===== src/rtl/byte_serial_add_seq.sv =====
// byte_serial_add_seq
// Adds two multi-byte operands that arrive one byte per beat, least-significant
// byte first, carrying between beats. Each accepted beat produces one sum byte
// one cycle later through a single-entry output register. The final beat of a
// packet also reports the carry-out and whether every sum byte was zero.
// Protocol violations raise a sticky error flag but never stall the data.
//
// Ports:
//   clk, rst_n       clock and asynchronous active-low reset
//   in_valid/ready   input handshake; in_ready = !out_valid || out_ready
//   in_a, in_b       operand bytes
//   in_cin           packet carry-in, used only on a first beat
//   in_first/last    packet delimiters (both high = single-byte packet)
//   out_valid/ready  output handshake
//   out_sum          sum byte
//   out_last         result beat closes its packet (also forced on overrun)
//   out_cout         final carry-out, 0 unless out_last
//   out_zero         whole packet summed to zero, 0 unless out_last
//   err              sticky protocol-error flag
module byte_serial_add_seq #(
  parameter int MAX_BYTES = 4
) (
  input  logic       clk,
  input  logic       rst_n,
  input  logic       in_valid,
  output logic       in_ready,
  input  logic [7:0] in_a,
  input  logic [7:0] in_b,
  input  logic       in_cin,
  input  logic       in_first,
  input  logic       in_last,
  output logic       out_valid,
  input  logic       out_ready,
  output logic [7:0] out_sum,
  output logic       out_last,
  output logic       out_cout,
  output logic       out_zero,
  output logic       err
);

  typedef enum logic {IDLE = 1'b0, BODY = 1'b1} state_t;

  // Compared on 5 bits so MAX_BYTES = 16 still fits.
  localparam logic [4:0] MAX_B = 5'(MAX_BYTES);

  state_t     state_q, state_d;
  logic       carry_q, carry_d;
  logic [3:0] cnt_q, cnt_d;
  logic       zero_q, zero_d;
  logic       out_valid_q, out_valid_d;
  logic [7:0] out_sum_q, out_sum_d;
  logic       out_last_q, out_last_d;
  logic       out_cout_q, out_cout_d;
  logic       out_zero_q, out_zero_d;
  logic       err_q, err_d;

  logic       accept;
  logic       is_first;
  logic       cin;
  logic [8:0] sum9;
  logic [4:0] cnt_next;
  logic       forced;
  logic       last_eff;
  logic       zero_all;

  assign in_ready = !out_valid_q || out_ready;
  assign accept   = in_valid && in_ready;

  // A beat opens a new packet either because none is open or because the
  // sender says so; in both cases the carry chain restarts from in_cin.
  assign is_first = (state_q == IDLE) || in_first;
  assign cin      = is_first ? in_cin : carry_q;
  assign sum9     = {1'b0, in_a} + {1'b0, in_b} + {8'b0, cin};
  assign cnt_next = is_first ? 5'd1 : ({1'b0, cnt_q} + 5'd1);
  // Overrun: packet hits its length limit without a last marker.
  assign forced   = !in_last && (cnt_next == MAX_B);
  assign last_eff = in_last || forced;
  assign zero_all = (is_first ? 1'b1 : zero_q) && (sum9[7:0] == 8'd0);

  always_comb begin
    state_d     = state_q;
    carry_d     = carry_q;
    cnt_d       = cnt_q;
    zero_d      = zero_q;
    out_valid_d = out_valid_q;
    out_sum_d   = out_sum_q;
    out_last_d  = out_last_q;
    out_cout_d  = out_cout_q;
    out_zero_d  = out_zero_q;
    err_d       = err_q;

    if (accept) begin
      // An accepted beat always overwrites the output register, which also
      // covers the case where the held result is consumed in the same cycle.
      out_valid_d = 1'b1;
      out_sum_d   = sum9[7:0];
      out_last_d  = last_eff;
      out_cout_d  = last_eff ? sum9[8] : 1'b0;
      out_zero_d  = last_eff ? zero_all : 1'b0;
      state_d     = last_eff ? IDLE : BODY;
      carry_d     = last_eff ? 1'b0 : sum9[8];
      zero_d      = last_eff ? 1'b1 : zero_all;
      cnt_d       = cnt_next[3:0];
      if (((state_q == IDLE) && !in_first) ||
          ((state_q == BODY) && in_first) || forced) begin
        err_d = 1'b1;
      end
    end else if (out_ready) begin
      out_valid_d = 1'b0;
    end
  end

  always_ff @(posedge clk or negedge rst_n) begin
    if (!rst_n) begin
      state_q     <= IDLE;
      carry_q     <= 1'b0;
      cnt_q       <= 4'd0;
      zero_q      <= 1'b1;
      out_valid_q <= 1'b0;
      out_sum_q   <= 8'd0;
      out_last_q  <= 1'b0;
      out_cout_q  <= 1'b0;
      out_zero_q  <= 1'b0;
      err_q       <= 1'b0;
    end else begin
      state_q     <= state_d;
      carry_q     <= carry_d;
      cnt_q       <= cnt_d;
      zero_q      <= zero_d;
      out_valid_q <= out_valid_d;
      out_sum_q   <= out_sum_d;
      out_last_q  <= out_last_d;
      out_cout_q  <= out_cout_d;
      out_zero_q  <= out_zero_d;
      err_q       <= err_d;
    end
  end

  assign out_valid = out_valid_q;
  assign out_sum   = out_sum_q;
  assign out_last  = out_last_q;
  assign out_cout  = out_cout_q;
  assign out_zero  = out_zero_q;
  assign err       = err_q;

endmodule


===== config.mk =====
export PLATFORM = sky130hd
export DESIGN_NAME = byte_serial_add_seq
export DESIGN_NICKNAME = d
export VERILOG_FILES = /design/src/rtl/byte_serial_add_seq.sv
export SDC_FILE = /design/constraint.sdc
export NUM_CORES = 1
export LEC_CHECK = 0
export BUFFER_PORTS_ARGS = -buffer_cell sky130_fd_sc_hd__buf_2
export CORE_ASPECT_RATIO = 0.7
export CORE_MARGIN = 8
export CORE_UTILIZATION = 54
export CTS_CLUSTER_SIZE = 30
export DETAILED_ROUTE_END_ITERATION = 12
export GPL_TIMING_DRIVEN = 0
export PLACE_DENSITY_LB_ADDON = 0.1
export RECOVER_POWER = 50
export SLEW_MARGIN = 0
export SYNTH_ARGS = -nofsm -noshare
export SYNTH_HDL_FRONTEND = slang
export SYNTH_SLANG_ARGS = --single-unit

===== constraint.sdc =====
create_clock -name clk -period 5 [get_ports clk]
set_clock_uncertainty 0.2 [all_clocks]
set_input_delay 0.25 -clock clk [delete_from_list [all_inputs] [get_ports clk]]
set_output_delay 0.25 -clock clk [all_outputs]
set_load 0.03 [all_outputs]

Yosys cells after proc, flatten, opt, wreduce, memory -nomap -nowiden
Cells that the tools add are included.
{ "op_classes": {"eq_ne": 1, "n_reduce_logical": 16, "mux": 10, "bitwise": 1, "addsub": 3} }
{ "ops": {"columns": ["operator", "n"], "rows": [
  ["$add A8 B8 Y9", 1],
  ["$add A9 B1 Y9", 1],
  ["$mux W1", 9],
  ["$logic_not A8 Y1", 1],
  ["$add A4 B1 Y5 const B", 1],
  ["$eq A5 B3 Y1 const B", 1],
  ["$logic_and A1 B1 Y1", 5],
  ["$logic_or A1 B1 Y1", 5],
  ["$mux W5", 1],
  ["$logic_not A1 Y1", 3],
  ["$reduce_and A2 Y1", 1],
  ["$reduce_bool A2 Y1", 1],
  ["$not A1 Y1", 1]
]} }
{ "word_totals": {"register_bits": 20, "elab_cells": 41, "in_bits": 23, "out_inout_bits": 14} }

Depth between registers and ports, before layout
Gate-level depths: netlist of the first run.
{ "depth": {"depth_word": 7, "depth_mapped": 11, "depth_no_buf": 11} }

Least setup slack after synthesis of the first run
No wires, ideal clock.
{ "synth_path": {"path_type": "register to register", "start": "reg state_q", "end": "reg zero_q", "arrival_time_ns": 2.427, "setup_ns": 0.077, "t_required_ns": 4.723, "synth_period_minus_slack_ns": 2.705, "path_stages_with_launch": 10, "setup_slack_ns": 2.295, "cell_sequence": "dfrtp_1 -> ha_1 -> mux2i_1 -> fa_1 -> fa_1 -> xor2_1 -> o2111ai_1 -> nor4b_4 -> nand3_1 -> o22ai_1"} }
{ "synth_between": {"elab_chain_len": 7, "elab_cells_between_ends": 12} }
{ "synth_lines": {"columns": ["item", "line", "rtl"], "rows": [
  ["start, declared", "46", "state_t state_q, state_d;"],
  ["start signal, assigned", "126", "state_q <= state_d;"],
  ["$not A1 Y1 (*)", "71", "assign is_first = (state_q == IDLE) || in_first;"],
  ["$logic_or A1 B1 Y1 (*)", "71", null],
  ["$mux W1 / $mux W5 (equally long branches)", "72, 74", null],
  ["$add A9 B1 Y9 / $eq A5 B3 Y1 (equally long branches)", "73, 76", null],
  ["$logic_not A8 Y1 / $logic_and A1 B1 Y1 (equally long branches)", "78, 76", null],
  ["$logic_and A1 B1 Y1 / $logic_or A1 B1 Y1 (equally long branches)", "78, 77", null],
  ["$mux W1 (*)", "102", "zero_d = last_eff ? 1'b1 : zero_all;"],
  ["end signal, assigned", "129", "zero_q <= zero_d;"],
  ["end, declared", "49", "logic zero_q, zero_d;"]
]} }
Mark *: on every way between the ends. The rest lies on a longest branch, timed or not.
A chain may end at the register's enable or synchronous reset.

Final worst setup path of the first run
Same ends and word-level chain as after synthesis.

==> impl_metrics.tcl, run 1 <==
set metrics [dict create \
    synth_compound_area_share_pct 19.98 \
    leakage_nw 0.7250 \
    fin_nets 201 \
    gp_congestion 0.8129 \
    comb_power_share_pct 34.0 \
    synth_edf_count 0 \
    postSynth.asyncResetShare_pct 100.0 \
    synth_xor_area_share_pct 4.970 \
    cts_sinks 20 \
    final-hold-violation-count 0 \
    gr-total-overflow 0 \
    core_area_um2 2155 \
    maxCapViolCount 0 \
    reg2reg_from "state_q" \
    finalCriticalPeriod_ps 3025 \
    cts_buffers 3 \
    synth-simple-area-share_pct 15.42 \
    grt.total_usage_pct 15.57 \
    slowest_delay_ps 470 \
    clockBufferDepth 2 \
    cts_tree "yes" \
    first_pass_iters 4 \
    p_switching_mw 0.1777 \
    grt_max_degree 21 \
    num_rows 14 \
    initial_utilization_pct 57.26 \
    total_power_mw 0.5084 \
    die_height_um 55.99 \
    seq_power_share_pct 40.1 \
    diodes 0 \
    post-place-cells 192 \
    drt-total-wl_um 3003 \
    drtIter0Drc 43 \
    netSwitchingFraction_pct 34.95 \
    hold-worst-slack_ps 87.50 \
    antenna_found_initial 0 \
    run_status "completed" \
    cpMaxStageDelayCell "fa_1" \
    synth_cells 124 \
    synthAdderAreaFrac_pct 12.37 \
    vias_per_cell 5.414 \
    vdd_drop_max_mv 0.1765 \
    synthMuxAreaShare_pct 3.550 \
    power.density_nw_per_um2 335.2 \
    ys_ff_latch 20 \
    clock_latency_ps 310 \
    min_from "out_ready" \
    setup.worst_path.start "state_q" \
    p_clk_share_pct 25.9 \
    ys_warn_count 0 \
    worstMarginPinSlew_ps 1040 \
    crit_path_max_fanout 6 \
    syn-num-nets 158 \
    p_int_mw 0.3307 \
    syn_area_um2 1234 \
    seq_area_frac_synth_pct 40.67 \
    wl_per_cell_um 15.17 \
    fin_area_um2 1516 \
    crit_required_ps 5040 \
    setup.worst_path.class "register to register" \
    finalCritPeriodShare_pct 60.51 \
    slew_headroom_pct 30.66 \
    clkTransAtPathRegs_ps 120 \
    fin_cells 198 \
    vias 1072 \
    crit_path_frequent_cell "fa_1" \
    grt_pass1_wl_um 5168 \
    synth_top_family_by_area "compound AO/OA/AOI/OAI gates" \
    postPlaceCellArea_um2 1454 \
    rsz0062_at_grt "no" \
    drtAntennaViolNets 0 \
    cp-start-kind "register" \
    synth_ff_type "dfrtp_1" \
    drv_slew 0 \
    synthToLayoutAreaGrowth_pct 22.92 \
    fin_setup_tns_ps 0 \
    portBuffers 36 \
    htree_levels 1 \
    setup_viol 0 \
    synth.avg_cell_area_um2 9.949 \
    cts_root_buf "clkbuf_4" \
    worstPathCellList "ha_1, mux2i_1, fa_1, fa_1, xor2_1, o2111ai_1, nor4b_4, nand3_1, o22ai_1" \
    grt_pass1_vias 1148 \
    die-width_um 73.13 \
    arrival_ps 3070 \
    fmax_mhz 330.5 \
    post-cts-setup-buffers 0 \
    hp-class "input port to register" \
    ys_types 34 \
    drive_gt1_share_pct 25.90 \
    die_area_um2 4095 \
    io_pins 37 \
    hpwlAfterDp_um 2427 \
    cp-end-kind "register" \
    drc 0 \
]
-- layout make-up --
cell class,instances,area (um^2)
Timing Repair Buffer,38,190.2
Buffer,3,15.01
Multi-Input combinational cell,95,694.4
Sequential cell,20,501.7
Inverter,6,22.52
Clock inverter,1,30.03
Tap cell,32,40.04
Fill cell,193,638.1
Clock buffer,3,22.52
-- layout by cell type (no fill, tap or decap), types with 2 or more instances in the layout --
master / Yosys / layout
o2111ai_1: 2 / 2
clkbuf_4: 0 / 3
buf_2: 3 / 31
xor2_1: 4 / 4
nand3_1: 4 / 4
fa_1: 2 / 2
xnor2_1: 3 / 3
nand2_1: 16 / 16
nand2b_1: 5 / 5
ha_1: 9 / 9
a22o_1: 3 / 3
dlygate4sd3_1: 0 / 2
inv_1: 6 / 6
nor2_1: 6 / 6
dfrtp_1: 19 / 19
a21o_1: 4 / 4
a21oi_1: 7 / 7
o21ai_0: 11 / 11
mux2_2: 3 / 3
clkbuf_1: 0 / 8
-- metrics by stage --
| stage | worst slack, ps | util (%) |
|---|---|---|
| floorplan | 2295 | - |
| detailed placement | 1977 | 67.48 |
| global route | 1814 | 70.38 |
| global placement | 2055 | 67.48 |
| CTS | 1970 | 70.85 |
| finish | 1975 | 70.38 |
-- cells in the mapped netlist, types with 4 or more instances --
library cell | n | area share (%)
inv_1 | 6 | 1.8
a21o_1 | 4 | 2.4
a21oi_1 | 7 | 2.8
dfrtp_1 | 19 | 39
nand2_1 | 16 | 4.9
nor2_1 | 6 | 1.8
nand2b_1 | 5 | 2.5
nand3_1 | 4 | 1.6
o21ai_0 | 11 | 4.5
xor2_1 | 4 | 2.8
ha_1 | 9 | 9.1
-- routing by layer --
metal / wire, um / track usage, %
met1: 1304 / 19.19
met2: 1451 / 25.54
met3: 247 / 6.115
met4: 0 / 1.705
met5: 0 / 0
-- registers in the layout, indices dropped and copies added (netlist names) --
register and count:
state_q 1, zero_q 1, err 1, out_zero 1, out_cout 1, out_valid 1
out_sum 8, cnt_q 4, carry_q 1, out_last 1
-- timing repair --
action | 4_1_cts | 5_1_grt
gates resized for setup | 0 | 0
hold buffers | 2 | 0
endpoints found under the hold margin | 21 | 0
-- kinds of logic (layout without fill, tap and decap cells) --
group,count (synthesis),count (layout)
XOR/XNOR,7,7
flip-flops,20,20
AO/OA/AOI/OAI,37,37
adder cells (fa/ha/maj),11,11
AND/OR/NAND/NOR,36,36
multiplexers,4,4
buffers and inverters,9,51
-- power groups by stage --
stage | sequential [mW] | combinational, mW | clock (mW)
floorplan | 0.242 | 0.0832 | 0
global placement | 0.204 | 0.169 | 0
detailed placement | 0.206 | 0.175 | 0
CTS | 0.203 | 0.177 | 0.133
global route | 0.206 | 0.191 | 0.142
finish | 0.204 | 0.173 | 0.132
-- worst max-delay path: cells and delay by family, from the launching register on --
kind                     cells  cell delay, ps
adder cells (fa/ha/maj)      3            1180
flip-flops                   1             400
AO/OA/AOI/OAI                2             360
XOR/XNOR                     1             220
multiplexers                 1             190
AND/OR/NAND/NOR              2             430
-- worst paths after layout --
kind	endpoint	slack (ps)	cells after the start
min in group asynchronous	out_sum[6]	440	2
worst max register to register	zero_q	1970	9
worst min register to register	err	300	1
max in group asynchronous	cnt_q[0]	3530	2
worst min-delay path	out_valid	90	3
worst max-delay path	zero_q	1970	9
Power figures use the tool's default switching activity.
==> inputs of run 2 (changes only) <==
--- a/config.mk
+++ b/config.mk
@@ -8,7 +8,7 @@
 export BUFFER_PORTS_ARGS = -buffer_cell sky130_fd_sc_hd__buf_2
 export CORE_ASPECT_RATIO = 0.7
 export CORE_MARGIN = 8
-export CORE_UTILIZATION = 54
+export CORE_UTILIZATION = 46
 export CTS_CLUSTER_SIZE = 30
 export DETAILED_ROUTE_END_ITERATION = 12
 export GPL_TIMING_DRIVEN = 0
==> constraint.sdc (replaced) <==
create_clock -name clk -period 2.6 [get_ports clk]
set_clock_uncertainty 0.2 [all_clocks]
set_input_delay 0.13 -clock clk [delete_from_list [all_inputs] [get_ports clk]]
set_output_delay 0.13 -clock clk [all_outputs]
set_load 0.03 [all_outputs]
==> run 2 against run 1 <==
Effect of this change: the run now ends with negative setup slack left; critical path depth increased by 1; sequential share of layout area shrank 1.7 points; sequential power grew 92%; clock power is 140% higher; combinational power up 110%; largest cell class unchanged.
==> impl_metrics.tcl, run 2 (synthesis results as in run 1) <==
set metrics [dict create \
    run_status "complete, but fails checks" \
    violations "negative setup slack" \
    gr-total-overflow 0 \
    io_pins 37 \
    min_to "out_valid" \
    maxCapViolCount 0 \
    vias_per_cell 5.297 \
    crit_path_max_fanout 2 \
    setup.worst_path.start "state_q" \
    gp_congestion 0.7745 \
    die-width_um 77.90 \
    worst_slack_ps -108.1 \
    clkTransAtPathRegs_ps 80 \
    core_area_um2 2496 \
    setup_viol 4 \
    cp-end-kind "register" \
    num_rows 15 \
    slew_headroom_pct 28.66 \
    cts_buffers 3 \
    layout_common_cells "34 x buf_2, 19 x dfrtp_1, 16 x nand2_1, 11 x o21ai_0, 8 x ha_1" \
    finalCritPeriodShare_pct 104.2 \
    hp-class "input port to register" \
    antenna_found_initial 0 \
    worstPathCellList "ha_4, mux2i_1, fa_2, fa_2, nor2b_4, o22ai_2, xor2_1, nor4b_4, nand3_1, o22ai_1" \
    hold-worst-slack_ps 38.53 \
    cts_sinks 20 \
    drtAntennaViolNets 0 \
    cp-start-kind "register" \
    rrSetupSlack_ps -110 \
    drt-total-wl_um 3046 \
    die_area_um2 4622 \
    first_pass_iters 4 \
    hold_depth 3 \
    initial_utilization_pct 49.42 \
    grt_pass1_wl_um 5037 \
    clockBufferDepth 2 \
    grt_pass1_vias 1103 \
    hpwlAfterDp_um 2393 \
    clock_latency_ps 260 \
    reg2reg_from "state_q" \
    grt_max_degree 21 \
    vdd_drop_max_mv 0.3123 \
    finalCriticalPeriod_ps 2708 \
    fin_area_um2 1599 \
    reg2reg_to "zero_q" \
    drive_gt1_share_pct 32.74 \
    cts_tree "yes" \
    drtIter0Drc 28 \
    arrival_ps 2700 \
    slowest_delay_ps 420 \
    htree_levels 1 \
    postPlaceCellArea_um2 1470 \
    fin_nets 203 \
    cts_root_buf "clkbuf_8" \
    rsz0062_at_grt "yes" \
    leakage_nw 0.7575 \
    portBuffers 36 \
    layout_commonest_cell "buf_2" \
    final-hold-violation-count 0 \
    crit_required_ps 2590 \
    largest_reg_flops 8 \
    vias 1070 \
    worstMarginPinSlew_ps 1070 \
    wl_per_cell_um 15.08 \
    fmax_mhz 369.3 \
    power.density_nw_per_um2 663.3 \
    diodes 0 \
    pre_cts_slack_ps -233.4 \
    synthToLayoutAreaGrowth_pct 29.61 \
    drv_slew 0 \
    die_height_um 59.33 \
    cpMaxStageDelayCell "dfrtp_1" \
    drc 0 \
    grt.total_usage_pct 13.61 \
    rr_worst_depth 10 \
    crit_path_frequent_cell "fa_2" \
    setup.worst_path.class "register to register" \
    min_from "out_ready" \
]
-- run 2: cell count changes in the layout (fill, tap and decap cells not counted), sizes merged --
cell / delta
clkbuf: -3
buf: +5
-- run 2: where the power goes --
part | leakage [nW] | internal (mW) | switching, mW
Clock | 0.0357 | 0.206 | 0.106
Combinational | 0.480 | 0.137 | 0.220
Sequential | 0.242 | 0.360 | 0.0320
-- run 2: layout make-up --
cell class              instances  area, um^2
plain buffers                   3       15.01
clock buffers                   3       41.29
clock inverters                 1       30.03
fillers                       227       897.1
inverters                       6       22.52
multi-input cells              95       737.0
flip-flops and latches         20       501.7
well taps                      34       42.54
repair buffers                 40       209.0
-- run 2: per-stage QoR --
stage	total power, mW	std cells	setup TNS (ps)	utilization (%)
2_1_floorplan	0.6310	124	0	-
3_3_place_gp	0.7274	194	-355.6	58.90
3_5_place_dp	0.7395	194	-509.5	58.90
4_1_cts	1.063	201	-234.5	63.56
5_1_grt	1.120	202	-749.8	64.06
6_report	1.061	202	-298.7	64.06
-- run 2: metal layers --
layer	vias to the layer above	share of wire [%]	global-route usage [%]
li1	529	-	-
met1	505	49	17.38
met2	36	43	21.59
met3	0	7.3	5.152
met4	0	0	2.362
met5	-	0	0
-- run 2: worst max-delay path by stage --
| stage | endpoint | cells past startpoint |
|---|---|---|
| 3_3_place_gp | out_zero | 9 |
| 3_5_place_dp | out_zero | 9 |
| 6_report | zero_q | 10 |
| 2_1_floorplan | zero_q | 9 |
| 5_1_grt | zero_q | 10 |
| 4_1_cts | out_zero | 9 |
-- run 2: worst max-delay path, delay by kind of cell, from the launching register on --
kind | cells | cell delay [ps]
compound gates | 2 | 250
fa+ha+maj | 3 | 950
simple gates | 3 | 480
flops | 1 | 420
xor+xnor | 1 | 200
mux | 1 | 130
-- run 2: repair_timing --
action / 4_1_cts / 5_1_grt
hold endpoints to repair: 23 / 0
setup endpoints to repair: 4 / 6
hold buffers: 2 / 0
setup buffers: 1 / 1
pin swaps: 4 / 1
gates cloned: 0 / 0
resized for setup: 2 / 2
